File: src/rtl/temp_sample_ram_if.sv
// Request/response bundle for temp_sample_ram: write, clear, read ports
// plus sweep status and error strobe.
interface temp_sample_ram_if #(
   parameter int DATA_W = 8,
   parameter int ADDR_W = 8
);
   logic              wr_en;
   logic [ADDR_W-1:0] wr_addr;
   logic [DATA_W-1:0] wr_data;
   logic              clr_en;
   logic [ADDR_W-1:0] clr_addr;
   logic              clr_all;
   logic              rd_en;
   logic [ADDR_W-1:0] rd_addr;
   logic [DATA_W-1:0] rd_data;
   logic              rd_valid;
   logic              busy;
   logic              err;

   modport master (
      output wr_en, wr_addr, wr_data,
      output clr_en, clr_addr, clr_all,
      output rd_en, rd_addr,
      input  rd_data, rd_valid, busy, err
   );

   modport slave (
      input  wr_en, wr_addr, wr_data,
      input  clr_en, clr_addr, clr_all,
      input  rd_en, rd_addr,
      output rd_data, rd_valid, busy, err
   );
endinterface

File: src/rtl/temp_sample_ram.sv
// Sample memory: write + clear ports, registered read, clear-all sweep.
// Define RAM_WR_FWD_EN for write-to-read forwarding (default read-first).
module temp_sample_ram #(
   parameter  int DATA_W = 8,
   parameter  int DEPTH  = 256,
   localparam int ADDR_W = $clog2(DEPTH)
) (
   input  logic             clk,
   input  logic             reset,
   temp_sample_ram_if.slave bus
);

   typedef enum logic {
      IDLE,
      SWEEP
   } state_e;

   localparam logic [ADDR_W:0]   DEPTH_C = (ADDR_W+1)'(DEPTH);
   localparam logic [ADDR_W-1:0] LAST    = ADDR_W'(DEPTH - 1);

   state_e            state_q, state_d;
   logic [ADDR_W-1:0] ptr_q, ptr_d;
   logic [DATA_W-1:0] rd_data_q, rd_data_d;
   logic              rd_valid_q, rd_valid_d;
   logic              err_q, err_d;

   logic [DATA_W-1:0] mem_q [DEPTH];

   logic              sweep;
   logic              wr_in, clr_in, rd_in;
   logic              wr_ok, clr_ok;
   logic [DATA_W-1:0] rd_word;

   always_comb begin
      sweep  = (state_q == SWEEP);
      wr_in  = {1'b0, bus.wr_addr}  < DEPTH_C;
      clr_in = {1'b0, bus.clr_addr} < DEPTH_C;
      rd_in  = {1'b0, bus.rd_addr}  < DEPTH_C;
      wr_ok  = bus.wr_en  && wr_in  && !sweep;
      clr_ok = bus.clr_en && clr_in && !sweep;
   end

   always_comb begin
      state_d = state_q;
      ptr_d   = ptr_q;
      unique case (state_q)
         IDLE: begin
            if (bus.clr_all) begin
               state_d = SWEEP;
               ptr_d   = '0;
            end
         end
         SWEEP: begin
            if (ptr_q == LAST) begin
               state_d = IDLE;
               ptr_d   = '0;
            end else begin
               ptr_d = ptr_q + ADDR_W'(1);
            end
         end
         default: begin
            state_d = SWEEP;
            ptr_d   = '0;
         end
      endcase
   end

`ifdef RAM_WR_FWD_EN
   // Same-edge write beats same-edge clear, matching the array priority.
   always_comb begin
      rd_word = mem_q[bus.rd_addr];
      if (wr_ok && (bus.wr_addr == bus.rd_addr)) begin
         rd_word = bus.wr_data;
      end else if (clr_ok && (bus.clr_addr == bus.rd_addr)) begin
         rd_word = '0;
      end
   end
`else
   always_comb begin
      rd_word = mem_q[bus.rd_addr];
   end
`endif

   always_comb begin
      rd_valid_d = bus.rd_en && rd_in;
      rd_data_d  = rd_data_q;
      if (rd_valid_d) begin
         rd_data_d = rd_word;
      end
      // Dropped clears during a sweep stay silent; dropped writes do not.
      err_d = (bus.wr_en  && (!wr_in || sweep))
            || (bus.clr_en && !clr_in)
            || (bus.rd_en  && !rd_in);
   end

   always_ff @(posedge clk or negedge reset) begin
      if (!reset) begin
         state_q    <= SWEEP;
         ptr_q      <= '0;
         rd_data_q  <= '0;
         rd_valid_q <= 1'b0;
         err_q      <= 1'b0;
      end else begin
         state_q    <= state_d;
         ptr_q      <= ptr_d;
         rd_data_q  <= rd_data_d;
         rd_valid_q <= rd_valid_d;
         err_q      <= err_d;
      end
   end

   // Later assignments win: write overrides a same-address clear.
   always_ff @(posedge clk) begin
      if (sweep) begin
         mem_q[ptr_q] <= '0;
      end
      if (clr_ok) begin
         mem_q[bus.clr_addr] <= '0;
      end
      if (wr_ok) begin
         mem_q[bus.wr_addr] <= bus.wr_data;
      end
   end

   assign bus.rd_data  = rd_data_q;
   assign bus.rd_valid = rd_valid_q;
   assign bus.busy     = sweep;
   assign bus.err      = err_q;

endmodule
File: src/flat_wrapper.sv
// flat-port wrapper written by rule: the top's interface ports become plain ports
module temp_sample_ram_flat 
#(
   parameter  int DATA_W = 8,
   parameter  int DEPTH  = 256,
   localparam int ADDR_W = $clog2(DEPTH)
)
  (clk, reset, bus_wr_en, bus_wr_addr, bus_wr_data, bus_clr_en, bus_clr_addr, bus_clr_all, bus_rd_en, bus_rd_addr, bus_rd_data, bus_rd_valid, bus_busy, bus_err);
  temp_sample_ram_if #(.DATA_W(DATA_W)) bus_i ();
  input  logic clk;
  input  logic reset;
  input wire logic [$bits(bus_i.wr_en)-1:0] bus_wr_en;
  input wire logic [$bits(bus_i.wr_addr)-1:0] bus_wr_addr;
  input wire logic [$bits(bus_i.wr_data)-1:0] bus_wr_data;
  input wire logic [$bits(bus_i.clr_en)-1:0] bus_clr_en;
  input wire logic [$bits(bus_i.clr_addr)-1:0] bus_clr_addr;
  input wire logic [$bits(bus_i.clr_all)-1:0] bus_clr_all;
  input wire logic [$bits(bus_i.rd_en)-1:0] bus_rd_en;
  input wire logic [$bits(bus_i.rd_addr)-1:0] bus_rd_addr;
  output wire logic [$bits(bus_i.rd_data)-1:0] bus_rd_data;
  output wire logic [$bits(bus_i.rd_valid)-1:0] bus_rd_valid;
  output wire logic [$bits(bus_i.busy)-1:0] bus_busy;
  output wire logic [$bits(bus_i.err)-1:0] bus_err;
  assign bus_i.wr_en = bus_wr_en;
  assign bus_i.wr_addr = bus_wr_addr;
  assign bus_i.wr_data = bus_wr_data;
  assign bus_i.clr_en = bus_clr_en;
  assign bus_i.clr_addr = bus_clr_addr;
  assign bus_i.clr_all = bus_clr_all;
  assign bus_i.rd_en = bus_rd_en;
  assign bus_i.rd_addr = bus_rd_addr;
  assign bus_rd_data = bus_i.rd_data;
  assign bus_rd_valid = bus_i.rd_valid;
  assign bus_busy = bus_i.busy;
  assign bus_err = bus_i.err;
  temp_sample_ram #(.DATA_W(DATA_W), .DEPTH(DEPTH)) u_core (.clk(clk), .reset(reset), .bus(bus_i));
endmodule
File: config.mk
export PLATFORM = sky130hd
export DESIGN_NAME = temp_sample_ram_flat
export DESIGN_NICKNAME = d
export VERILOG_FILES = /design/src/rtl/temp_sample_ram_if.sv /design/src/rtl/temp_sample_ram.sv /design/src/flat_wrapper.sv
export SDC_FILE = /design/constraint.sdc
export NUM_CORES = 2
export LEC_CHECK = 0
export BUFFER_PORTS_ARGS = -buffer_cell sky130_fd_sc_hd__buf_2
export CAP_MARGIN = 20
export CORE_MARGIN = 3
export CORE_UTILIZATION = 45
export CTS_BUF_LIST = sky130_fd_sc_hd__clkbuf_16
export DETAILED_ROUTE_END_ITERATION = 10
export GPL_TIMING_DRIVEN = 0
export PLACE_DENSITY_LB_ADDON = 0.2
export SLEW_MARGIN = 40
export SYNTH_ARGS = -nofsm -noshare
export SYNTH_HDL_FRONTEND = slang
export SYNTH_SLANG_ARGS = --single-unit
export TNS_END_PERCENT = 20
File: constraint.sdc
create_clock -name clk -period 4.7 [get_ports clk]
set_input_delay 0.705 -clock clk [delete_from_list [all_inputs] [get_ports clk]]
set_output_delay 0.705 -clock clk [all_outputs]
set_load 0.02 [all_outputs]
==> impl_metrics.csv <==
group,metric,value,unit
worst_setup_path,crit_arrival,5.77,ns
die,die_w,470,microns
worst_setup_path,crit_type,"input pin to flop",
power,p_sw,0.0113,W
timing,fin_worst_skew,0.0543,ns
hold_path,holdPathEnd,"u_core.bus.err",
synth,ys_types,61,
layout,final_common_cell,"edfxtp_1",
synth,synth_area,96800,sq um
route,wl_per_cell,46.4,microns
global_route,overflow,0,
power,seq_power_share,48.5,%
synth,postSynthCellCount,6731,
worst_setup_path,r2r-start,"u_core.bus.busy",
job,cap_violations,0,
route,vias_per_cell,6.91,
outcome,violations,"negative setup slack",
hold_path,holdPathStages,2,
power,p_comb_share,10.3,%
clocking,clkTransAtPathRegs,0.06,ns
clocking,cts_tree,"yes",
clocking,cts_root_buf,"clkbuf_16",
route,drcViolationCount,0,
synth,ys_warn_count,0,
clocking,post-cts-setup-buffers,0,
power,intPower,0.0305,W
worst_setup_path,crit_fanout,11,
power,leakagePower,38.7,nW
clocking,clockBufferDepth,3,
worst_setup_path,cp_num_buf_inv,5,
worst_setup_path,cpPeakStageDelay,0.79,ns
clocking,cts_made_buffers,221,
die,placementRows,169,
synth,syn_nets,6770,
hold_path,hold_path_class,"input pin to flop",
timing,tightest_slew,1.14,ns
die,start_util,45.5,%
power,p_sw_share,27.0,%
worst_setup_path,cpLargestDelayFamily,"buffers and inverters",
clocking,htree_levels,4,
placed_design,post_dp_cell_area,104000,sq um
layout,design_area,111000,sq um
timing,setup_ws,-0.304,ns
route,finalWirelength,468,mm
worst_setup_path,required,5.47,ns
route,final_antenna_net_count,0,
timing,hold_viol_final,0,
die,dieArea,221000,sq um
worst_setup_path,r2r_end,"u_core.mem_q[186][1]",
power,powerDensity,376,nW/um^2
route,drt-initial-drc-count,12300,
timing,period_minus_slack,5.00,ns
layout,layout-drive-gt1-share,18.3,%
route,vias,69800,
die,io_pins,49,
timing,setup_violations,361,
global_route,track_usage,41.7,%
layout,fillCellCount,17700,
synth,synth_seq_area_share,64.0,%
power,vdd_drop_max,0.000438,V
placed_design,place_congestion,1.04,
die,fp.coreArea,213000,sq um
placed_design,post-dp-hpwl,333,mm
worst_setup_path,crit_chain,"buf_2 -> buf_4 -> buf_2 -> buf_2 -> buf_2 -> mux4_2 -> a22oi_1 -> a31oi_1 -> nand4_1 -> nand3_1",
global_route,antenna_found_initial,44,
clocking,cts.sinks,2067,
power,clockPowerShare,41.2,%
worst_setup_path,startpoint_type,"input pin",
global_route,grt_max_degree,20,
timing,rsz0062_at_grt,"yes",
layout,nNetsFinal,7087,
worst_setup_path,setup.worst_path.end_class,"flop",
synth,synth_async_sr_flop_share,0.919,%
synth,syn_area_per_cell,14.4,sq um
synth,ys_ff_latch,2067,
worst_setup_path,reg2reg_slack,-0.18,ns
layout,area_growth,14.8,%
timing,worst_slew_margin_rel,24.3,%
synth,ys.flop_type,"edfxtp_1",
clocking,clk-insertion-delay-late,0.92,ns
synth,synth_edf_count,2048,
worst_setup_path,crit_top_cell,"buf_2",
timing,fmax,0.200,GHz
global_route,grt_pass1_vias,64700,
placed_design,port_buffers,30,
outcome,outcome,"complete, but fails checks",
layout,final_cell_mix,"edfxtp_1, and2_1, mux4_2",
hold_path,hp-start,"bus_wr_en",
global_route,grt_pass1_wl,608,mm
die,die_height,470,microns
worst_setup_path,cp_slowest_cell,"buf_2",
timing,fin_crit_sh,106,%
worst_setup_path,reg2reg_depth,9,
timing,drv_slew,0,
placed_design,dp_slack,-1.29,ns
route,dr.pass1.iters,7,
synthesized netlist by cell type (4+ instances only):
master | number | area share [%]
o22ai_1 | 347 | 2.2
o31ai_1 | 8 | 0.062
and3_1 | 132 | 0.85
buf_4 | 20 | 0.16
mux4_1 | 24 | 0.65
buf_12 | 6 | 0.12
buf_8 | 9 | 0.14
nand2b_1 | 8 | 0.052
edfxtp_1 | 2048 | 64
clkbuf_4 | 6 | 0.047
nand4_1 | 16 | 0.10
mux2_2 | 5 | 0.058
o221ai_1 | 64 | 0.58
a221oi_1 | 5 | 0.045
a2111oi_0 | 6 | 0.054
mux2i_1 | 309 | 3.2
a31oi_1 | 16 | 0.10
buf_6 | 46 | 0.53
nand3b_1 | 20 | 0.16
buf_2 | 55 | 0.28
a22o_1 | 8 | 0.072
o21ai_0 | 58 | 0.30
and2_1 | 1930 | 12
o211ai_1 | 4 | 0.031
o2111ai_1 | 8 | 0.072
buf_1 | 24 | 0.093
inv_1 | 5 | 0.019
nor2_1 | 283 | 1.1
a211o_1 | 13 | 0.12
nor2b_1 | 15 | 0.097
a211oi_1 | 38 | 0.29
mux4_2 | 344 | 8.0
nand3_1 | 73 | 0.38
a21oi_1 | 54 | 0.28
clkbuf_1 | 410 | 1.6
nor3_1 | 19 | 0.098
dfrtp_1 | 18 | 0.47
nand2_1 | 158 | 0.61
a22oi_1 | 67 | 0.52
nor4_1 | 9 | 0.058
or3_1 | 10 | 0.065
power by group through the flow:
stage | logic (W) | clock network (W) | registers (W)
floorplan | 0.00151 | 0 | 0.0206
global placement | 0.00357 | 0 | 0.0207
detailed placement | 0.00390 | 0 | 0.0207
CTS | 0.00393 | 0.0171 | 0.0203
global route | 0.00411 | 0.0178 | 0.0203
finish | 0.00430 | 0.0172 | 0.0203
kinds of logic after synthesis:
| logic type | share of synthesized area [%] |
|---|---|
| buffers and inverters | 3.02 |
| AOI/OAI and AO/OA | 4.92 |
| adders and majority gates | 0.0129 |
| and+or+nand+nor | 16.1 |
| DFF | 64.0 |
| muxes | 11.9 |
cell type report:
cell class	count	area (sq um)	share of cell area [%]
Clock inverter	178	1350	1.22
Antenna cell	51	128	0.115
Timing Repair Buffer	94	1400	1.26
Tap cell	2821	3530	3.17
Multi-Input combinational cell	4080	34100	30.7
Buffer	579	3140	2.82
Sequential cell	2067	62000	55.7
Inverter	5	18.8	0.0169
Clock buffer	222	5560	5.00
how the worst max path moves through the flow:
stage               startpoint  depth (start not counted)  slack, ns               endpoint
2_1_floorplan   bus_wr_addr[1]                          7       1.75   u_core.mem_q[143][0]
3_3_place_gp    bus_rd_addr[2]                          9      -2.94  u_core.bus.rd_data[3]
3_5_place_dp    bus_rd_addr[1]                         11      -1.29  u_core.bus.rd_data[3]
4_1_cts        u_core.bus.busy                          9      -0.21    u_core.mem_q[84][3]
5_1_grt        u_core.bus.busy                          9      -0.13    u_core.mem_q[82][4]
6_report        bus_rd_addr[1]                         10      -0.30  u_core.bus.rd_data[3]
flip-flops by register name (all words and copies together), names as in the netlist:
signal and cells:
u_core.mem_q 2048, u_core.bus.rd_data 8, u_core.ptr_q 8, u_core.bus.busy 1, u_core.bus.err 1, u_core.bus.rd_valid 1
stage by stage:
step / util (%) / cells / hold slack (ns) / TNS, ns / power (W)
after global placement: 47.2 / 9582 / 0.557 / -2158.75 / 0.0242
after detailed placement: 48.7 / 9642 / 0.612 / -136.07 / 0.0246
after CTS: 52.0 / 10000 / 0.00890 / -26.34 / 0.0413
after floorplan: - / 6731 / 0.409 / 0 / 0.0221
final: 52.2 / 10100 / 0.0464 / -20.16 / 0.0418
after global routing: 52.2 / 10000 / 0.0519 / -7.26 / 0.0422
layer usage:
metal	up-vias	wire length (microns)	track usage, %
met5	-	422	0
met4	18	45600	33.3
met3	1757	69000	18.6
met2	6364	191000	57.0
met1	35700	162000	51.1
li1	25900	-	-
what timing repair did:
| action | CTS | global route |
|---|---|---|
| hold buffers | 2 | 0 |
| resized for setup | 20 | 37 |
| hold endpoints to repair | 19 | 0 |
| pin swaps | 0 | 0 |
| setup endpoints to repair | 366 | 774 |
No activity file was read; power rests on OpenSTA's default activity.
